`src/rtl/fetch_unit_if.sv`:
```
// Instruction-memory request/response channel between fetch_unit (master) and imem (slave).
interface fetch_unit_if;
    logic        imem_req_valid;
    logic        imem_req_ready;
    logic [31:0] imem_req_addr;
    logic        imem_rsp_valid;
    logic [31:0] imem_rsp_data;

    modport master (
        output imem_req_valid, imem_req_addr,
        input  imem_req_ready, imem_rsp_valid, imem_rsp_data
    );

    modport slave (
        input  imem_req_valid, imem_req_addr,
        output imem_req_ready, imem_rsp_valid, imem_rsp_data
    );
endinterface

```
`src/rtl/fetch_unit.sv`:
```
// RV32I fetch stage and IF/ID register with credit-limited in-order fetch FIFO.
// Optional macro FETCH_BYPASS_EN: a live response may load decode directly when the FIFO is empty.
module fetch_unit #(
    parameter logic [31:0] RESET_PC = 32'h0000_0000,
    parameter int          DEPTH    = 2
) (
    input  logic         clk,
    input  logic         rst,
    input  logic         StallF,
    input  logic         StallD,
    input  logic         FlushD,
    input  logic         PCSrcE,
    input  logic [31:0]  PCTargetE,
    fetch_unit_if.master imem,
    output logic [31:0]  InstrD,
    output logic [31:0]  PCD,
    output logic [31:0]  PCPlus4D,
    output logic         ValidD
);

    localparam int              AW         = (DEPTH > 1) ? $clog2(DEPTH) : 1;
    localparam logic [31:0]     NOP_INSTR  = 32'h0000_0013;
    localparam logic [AW+1:0]   CREDIT_MAX = (AW+2)'(DEPTH);

    typedef logic [AW-1:0] ptr_t;
    typedef logic [AW:0]   cnt_t;

    logic [31:0] pcf_r;
    logic [31:0] fifo_instr_r [DEPTH];
    logic [31:0] fifo_pc_r    [DEPTH];
    logic [31:0] tag_r        [DEPTH];
    ptr_t        fifo_rd_r, fifo_wr_r, tag_rd_r, tag_wr_r;
    cnt_t        count_r, outst_r, drop_r;
    logic [31:0] instr_d_r, pc_d_r, pcp4_d_r;
    logic        valid_d_r;

    logic [AW+1:0] credit_s;
    logic          req_valid_s, accept_s, rsp_live_s, kill_s, load_s;
    logic          pop_s, bypass_s, push_s;
    logic [31:0]   rsp_pc_s;
    cnt_t          outst_next_s;

    // Handshake, credit and FIFO/decode steering decisions for this cycle.
    always_comb begin
        credit_s     = {1'b0, count_r} + {1'b0, outst_r};
        req_valid_s  = !rst && !StallF && (credit_s < CREDIT_MAX);
        accept_s     = req_valid_s && imem.imem_req_ready;
        rsp_live_s   = imem.imem_rsp_valid && (drop_r == '0) && !PCSrcE;
        // A redirect also kills decode so no wrong-path word can become valid.
        kill_s       = FlushD || PCSrcE;
        load_s       = !StallD && !kill_s;
        pop_s        = load_s && (count_r != '0);
`ifdef FETCH_BYPASS_EN
        bypass_s     = load_s && (count_r == '0) && rsp_live_s;
`else
        bypass_s     = 1'b0;
`endif
        push_s       = rsp_live_s && !bypass_s;
        rsp_pc_s     = tag_r[tag_rd_r];
        outst_next_s = outst_r + cnt_t'(accept_s)
                     - cnt_t'(imem.imem_rsp_valid && (outst_r != '0));
    end

    assign imem.imem_req_valid = req_valid_s;
    assign imem.imem_req_addr  = pcf_r;
    assign InstrD              = instr_d_r;
    assign PCD                 = pc_d_r;
    assign PCPlus4D            = pcp4_d_r;
    assign ValidD              = valid_d_r;

    // PC, credit counters, drop counter and queue pointers.
    always_ff @(posedge clk) begin
        if (rst) begin
            pcf_r     <= RESET_PC;
            outst_r   <= '0;
            drop_r    <= '0;
            count_r   <= '0;
            fifo_rd_r <= '0;
            fifo_wr_r <= '0;
            tag_rd_r  <= '0;
            tag_wr_r  <= '0;
        end else begin
            outst_r <= outst_next_s;
            if (PCSrcE) begin
                pcf_r     <= PCTargetE;
                drop_r    <= outst_next_s;
                count_r   <= '0;
                fifo_rd_r <= '0;
                fifo_wr_r <= '0;
                tag_rd_r  <= '0;
                tag_wr_r  <= '0;
            end else begin
                if (accept_s) begin
                    pcf_r    <= pcf_r + 32'd4;
                    tag_wr_r <= tag_wr_r + ptr_t'(1'b1);
                end
                if (imem.imem_rsp_valid && (drop_r != '0)) begin
                    drop_r <= drop_r - cnt_t'(1'b1);
                end
                if (rsp_live_s) begin
                    tag_rd_r <= tag_rd_r + ptr_t'(1'b1);
                end
                if (push_s) begin
                    fifo_wr_r <= fifo_wr_r + ptr_t'(1'b1);
                end
                if (pop_s) begin
                    fifo_rd_r <= fifo_rd_r + ptr_t'(1'b1);
                end
                count_r <= count_r + cnt_t'(push_s) - cnt_t'(pop_s);
            end
        end
    end

    // Instruction FIFO and PC-tag queue storage.
    always_ff @(posedge clk) begin
        if (rst) begin
            for (int i = 0; i < DEPTH; i++) begin
                fifo_instr_r[i] <= 32'h0000_0000;
                fifo_pc_r[i]    <= 32'h0000_0000;
                tag_r[i]        <= 32'h0000_0000;
            end
        end else begin
            if (push_s) begin
                fifo_instr_r[fifo_wr_r] <= imem.imem_rsp_data;
                fifo_pc_r[fifo_wr_r]    <= rsp_pc_s;
            end
            if (accept_s && !PCSrcE) begin
                tag_r[tag_wr_r] <= pcf_r;
            end
        end
    end

    // IF/ID decode register.
    always_ff @(posedge clk) begin
        if (rst) begin
            instr_d_r <= NOP_INSTR;
            pc_d_r    <= 32'h0000_0000;
            pcp4_d_r  <= 32'h0000_0000;
            valid_d_r <= 1'b0;
        end else if (kill_s) begin
            instr_d_r <= NOP_INSTR;
            valid_d_r <= 1'b0;
        end else if (load_s) begin
            if (pop_s) begin
                instr_d_r <= fifo_instr_r[fifo_rd_r];
                pc_d_r    <= fifo_pc_r[fifo_rd_r];
                pcp4_d_r  <= fifo_pc_r[fifo_rd_r] + 32'd4;
                valid_d_r <= 1'b1;
            end else if (bypass_s) begin
                instr_d_r <= imem.imem_rsp_data;
                pc_d_r    <= rsp_pc_s;
                pcp4_d_r  <= rsp_pc_s + 32'd4;
                valid_d_r <= 1'b1;
            end else begin
                instr_d_r <= NOP_INSTR;
                valid_d_r <= 1'b0;
            end
        end
    end

    // Memory must never answer when nothing is outstanding.
    always @(posedge clk) begin
        if (!rst && imem.imem_rsp_valid) begin
            assert (outst_r != '0)
                else $error("fetch_unit: response with no request outstanding");
        end
    end

endmodule
```
`src/flat_wrapper.sv`:
```
// flat-port wrapper written by rule: the top's interface ports become plain ports
module fetch_unit_flat 
#(
    parameter logic [31:0] RESET_PC = 32'h0000_0000,
    parameter int          DEPTH    = 2
)
  (clk, rst, StallF, StallD, FlushD, PCSrcE, PCTargetE, InstrD, PCD, PCPlus4D, ValidD, imem_imem_req_valid, imem_imem_req_addr, imem_imem_req_ready, imem_imem_rsp_valid, imem_imem_rsp_data);
  fetch_unit_if imem_i ();
  input  logic clk;
  input  logic rst;
  input  logic StallF;
  input  logic StallD;
  input  logic FlushD;
  input  logic PCSrcE;
  input  logic [31:0] PCTargetE;
  output logic [31:0] InstrD;
  output logic [31:0] PCD;
  output logic [31:0] PCPlus4D;
  output logic ValidD;
  output wire logic [$bits(imem_i.imem_req_valid)-1:0] imem_imem_req_valid;
  output wire logic [$bits(imem_i.imem_req_addr)-1:0] imem_imem_req_addr;
  input wire logic [$bits(imem_i.imem_req_ready)-1:0] imem_imem_req_ready;
  input wire logic [$bits(imem_i.imem_rsp_valid)-1:0] imem_imem_rsp_valid;
  input wire logic [$bits(imem_i.imem_rsp_data)-1:0] imem_imem_rsp_data;
  assign imem_imem_req_valid = imem_i.imem_req_valid;
  assign imem_imem_req_addr = imem_i.imem_req_addr;
  assign imem_i.imem_req_ready = imem_imem_req_ready;
  assign imem_i.imem_rsp_valid = imem_imem_rsp_valid;
  assign imem_i.imem_rsp_data = imem_imem_rsp_data;
  fetch_unit #(.RESET_PC(RESET_PC), .DEPTH(DEPTH)) u_core (.clk(clk), .rst(rst), .StallF(StallF), .StallD(StallD), .FlushD(FlushD), .PCSrcE(PCSrcE), .PCTargetE(PCTargetE), .imem(imem_i), .InstrD(InstrD), .PCD(PCD), .PCPlus4D(PCPlus4D), .ValidD(ValidD));
endmodule
```
`config.mk`:
```
export PLATFORM = sky130hd
export DESIGN_NAME = fetch_unit_flat
export DESIGN_NICKNAME = d
export VERILOG_FILES = /design/src/rtl/fetch_unit_if.sv /design/src/rtl/fetch_unit.sv /design/src/flat_wrapper.sv
export SDC_FILE = /design/constraint.sdc
export NUM_CORES = 1
export LEC_CHECK = 0
export ABC_AREA = 1
export CORE_ASPECT_RATIO = 1.25
export CORE_UTILIZATION = 60
export CTS_CLUSTER_SIZE = 30
export DETAILED_ROUTE_END_ITERATION = 7
export HOLD_SLACK_MARGIN = 0.02
export PLACE_DENSITY = 0.95
export SLEW_MARGIN = 20
export SYNTH_ARGS = -nofsm -noshare
export SYNTH_HDL_FRONTEND = slang
export SYNTH_SLANG_ARGS = --single-unit
```
`constraint.sdc`:
```
create_clock -name clk -period 6.4 [get_ports clk]
set_input_delay 0.96 -clock clk [delete_from_list [all_inputs] [get_ports clk]]
set_output_delay 0.96 -clock clk [all_outputs]
set_load 0.01 [all_outputs]
```
==> metrics.cfg <==
[outcome]
outcome=finished, final reports clean

[floorplanning]
die_area_um2=25500
io_pins=202
rows=64
chipWidth_um=143
coreArea_um2=24500
start_util_pct=61.0
die_h_um=178

[synthesis]
synth.avg_cell_area_um2=8.78
synth_warnings=0
synthMuxAreaShare_pct=2.21
netlist_area_um2=14900
synth-adder-area-share_pct=0.720
synth_top_family_by_area=simple AND/OR/NAND/NOR gates
synth_compound_area_share_pct=7.55
yosysSeqAreaShare_pct=57.2
synth_xor_area_share_pct=0.821
async_flop_share_pct=0
synth_cells=1701
ys_ff_latch=331
synth_edf_count=192
ys_types=48
syn-num-nets=1781
synth-simple-area-share_pct=24.7
synth_flop_cell=edfxtp_1

[global_routing]
gr-total-overflow=0
antenna_found_initial=0
grt_pass1_vias=12300
track_usage_pct=30.3
grt_pass1_wl_mm=59.9
grt_max_degree=97

[pwr]
p_per_area_nw_per_um2=260
power.total_uw=4720
max-vdd-ir-drop_uv=197
cellLeakagePower_uw=0.00716

[placement]
placed_cells=2163
post-place-ws_ps=2040
dp_hpwl_mm=25.3
io_buffers=201
gp_congestion=0.910

[cts]
cts_root_buffer=clkbuf_16
cts_setup_buffers=0
cts_tree=done
clk_pin_slew_ps=60
clk_path_buf_depth=3
clk_latency_ps=550
numCtsBuffers=30
cts_sinks=331
htreeDepth=1
cts-resized-gates=0
cts_hold_buf=0

[timing]
fin_crit_sh_pct=62.4
finalSetupViolations=0
setup_tns_ps=0
grt_setup_unrepaired=no
hold_viol_final=0
clock_skew_ps=9.56
tightest_slew_ps=1180
setup_slack_ps=2410
drv_slew=0
period_needed_ps=3990
relSlewSlack_pct=21.4
fmax_mhz=251

[detailed_routing]
via_per_inst=5.64
wl_per_cell_um=17.3
route.detailed.drc=0
ant_nets=0
routed_wl_mm=38.3
dr.pass1.iters=8
num_vias=12500
drtIter0Drc=1100

[worst_setup_path]
crit_chain=buf_2 > inv_2 > buf_4 > nand3_1 > inv_1 > clkdlybuf4s50_1
crit_slowest_cell=buf_2
critPathKind=input port to output port
slowest_delay_ps=870
timing.rr.end=u_core.PCPlus4D[24]
critPathMaxFanout=53
worstSetupStartpointType=input port
cp-end-kind=output port
crit_end=imem_imem_req_valid
cp_num_buf_inv=5
startpoint=rst
ff2ff_setup_slack_ps=3270
r2r_cells=15
worstPathRequired_ps=5440
crit_cells=6
crit_arrival_ps=3030
critPathTopFamily=buffers and inverters

[finish]
drive_above_1_share_pct=7.83
final_cell_mix=nand2_1, nor2_1, clkdlybuf4s50_1
fillers=1549
mostFrequentLayoutCell=nand2_1
area_growth_pct=21.3
fin_nets=1945
fin_cells=2219
diodes=0

[worst_hold_path]
holdPathStages=2
hp-class=register to register

[run]
drv_cap=0

## routing by layer
| metal | vias to the layer above | share of wire (%) | global-route usage, % |
|---|---|---|---|
| li1 | 5824 | - | - |
| met1 | 5828 | 36 | 33.9 |
| met2 | 690 | 51 | 55.2 |
| met3 | 163 | 8.3 | 4.32 |
| met4 | 0 | 4.9 | 16.3 |
| met5 | - | 0 | 0 |
## tightest hold or removal path: stages, from the launching register on
cell     delay [ps]
dfxtp_1         310
nand2_1          60
a21oi_1          50
## registers in the layout, indices dropped and copies added, names as in the netlist, named ones only
name and flops:
u_core.PCD 30, u_core.tag_r 64, u_core.drop_r 2, u_core.fifo_pc_r 64
u_core.InstrD 32, u_core.ValidD 1, u_core.fifo_rd_r 1, u_core.count_r 2
u_core.imem.imem_req_addr 32, u_core.PCPlus4D 32, u_core.tag_rd_r 1, u_core.fifo_wr_r 1
u_core.fifo_instr_r 64, u_core.outst_r 2, u_core.tag_wr_r 1
## Yosys cell counts (2+ instances only)
cell      number  area share, %
nand2_1      421             11
or2_2          3           0.13
a31oi_1       11           0.46
nor2_1       299            7.5
dfxtp_1      139             19
a221oi_1       2           0.12
ha_1           7           0.59
nand4_1        6           0.25
nor2_4         6           0.45
o211ai_1       5           0.25
inv_2          5           0.13
a21oi_1       81            2.7
inv_1        152            3.8
clkbuf_1      45            1.1
o211a_1        8           0.54
o21ai_0       53            1.8
a21boi_0       3           0.15
mux2i_1       33            2.2
o21bai_1       4           0.20
nand3_1       75            2.5
o21a_1        18           0.90
nand2_4        7           0.53
xor2_1        11           0.64
nand2_2       33            1.4
buf_6          4           0.30
buf_4          5           0.25
xnor2_1        3           0.18
buf_2         24           0.80
buf_1          2          0.050
o21ai_1        5           0.17
nor3_1        12           0.40
edfxtp_1     192             39
nor2_2        12           0.50
## layout make-up
cell class | instances | area (um2) | share of cell area [%]
Tap cell | 330 | 413 | 2.28
Sequential cell | 331 | 8550 | 47.2
Inverter | 158 | 598 | 3.30
Timing Repair Buffer | 214 | 2100 | 11.6
Clock buffer | 34 | 807 | 4.45
Clock inverter | 22 | 238 | 1.31
Multi-Input combinational cell | 1130 | 5410 | 29.9
## cells by family (layout without fill, tap and decap cells)
logic type,Yosys count,count (layout)
XOR/XNOR,14,14
multiplexers,33,33
buffers and inverters,240,428
adder cells (fa/ha/maj),8,8
AND/OR/NAND/NOR,880,880
flip-flops,331,331
AO/OA/AOI/OAI,195,195
## worst min path at each step
| stage | slack, ps | start | to |
|---|---|---|---|
| after floorplan | 430 | u_core.fifo_rd_r | register |
| after global placement | 430 | u_core.fifo_rd_r | register |
| after detailed placement | 450 | u_core.InstrD[20] | u_core.InstrD[20] |
| after CTS | 460 | u_core.InstrD[20] | u_core.InstrD[20] |
| after global routing | 490 | u_core.fifo_rd_r | u_core.fifo_rd_r |
| final | 460 | u_core.InstrD[20] | u_core.InstrD[20] |
## where the power goes
part | internal (uW) | switching, uW | leakage [uW]
sequential | 2350 | 63.2 | 0.00312
combinational | 160 | 262 | 0.00353
clock | 1080 | 802 | 0.000511
total | 3590 | 1130 | 0.00716
## per-stage QoR
step                      utilization (%)  instance area, um2  hold slack (ps)
after global placement               69.7               17100              434
after CTS                            73.9               18100              465
after floorplan                         -               14900              425
after detailed placement             69.7               17100              455
after global routing                 74.0               18100              489
final                                74.0               18100              463
(Power assumes the default switching activity.)
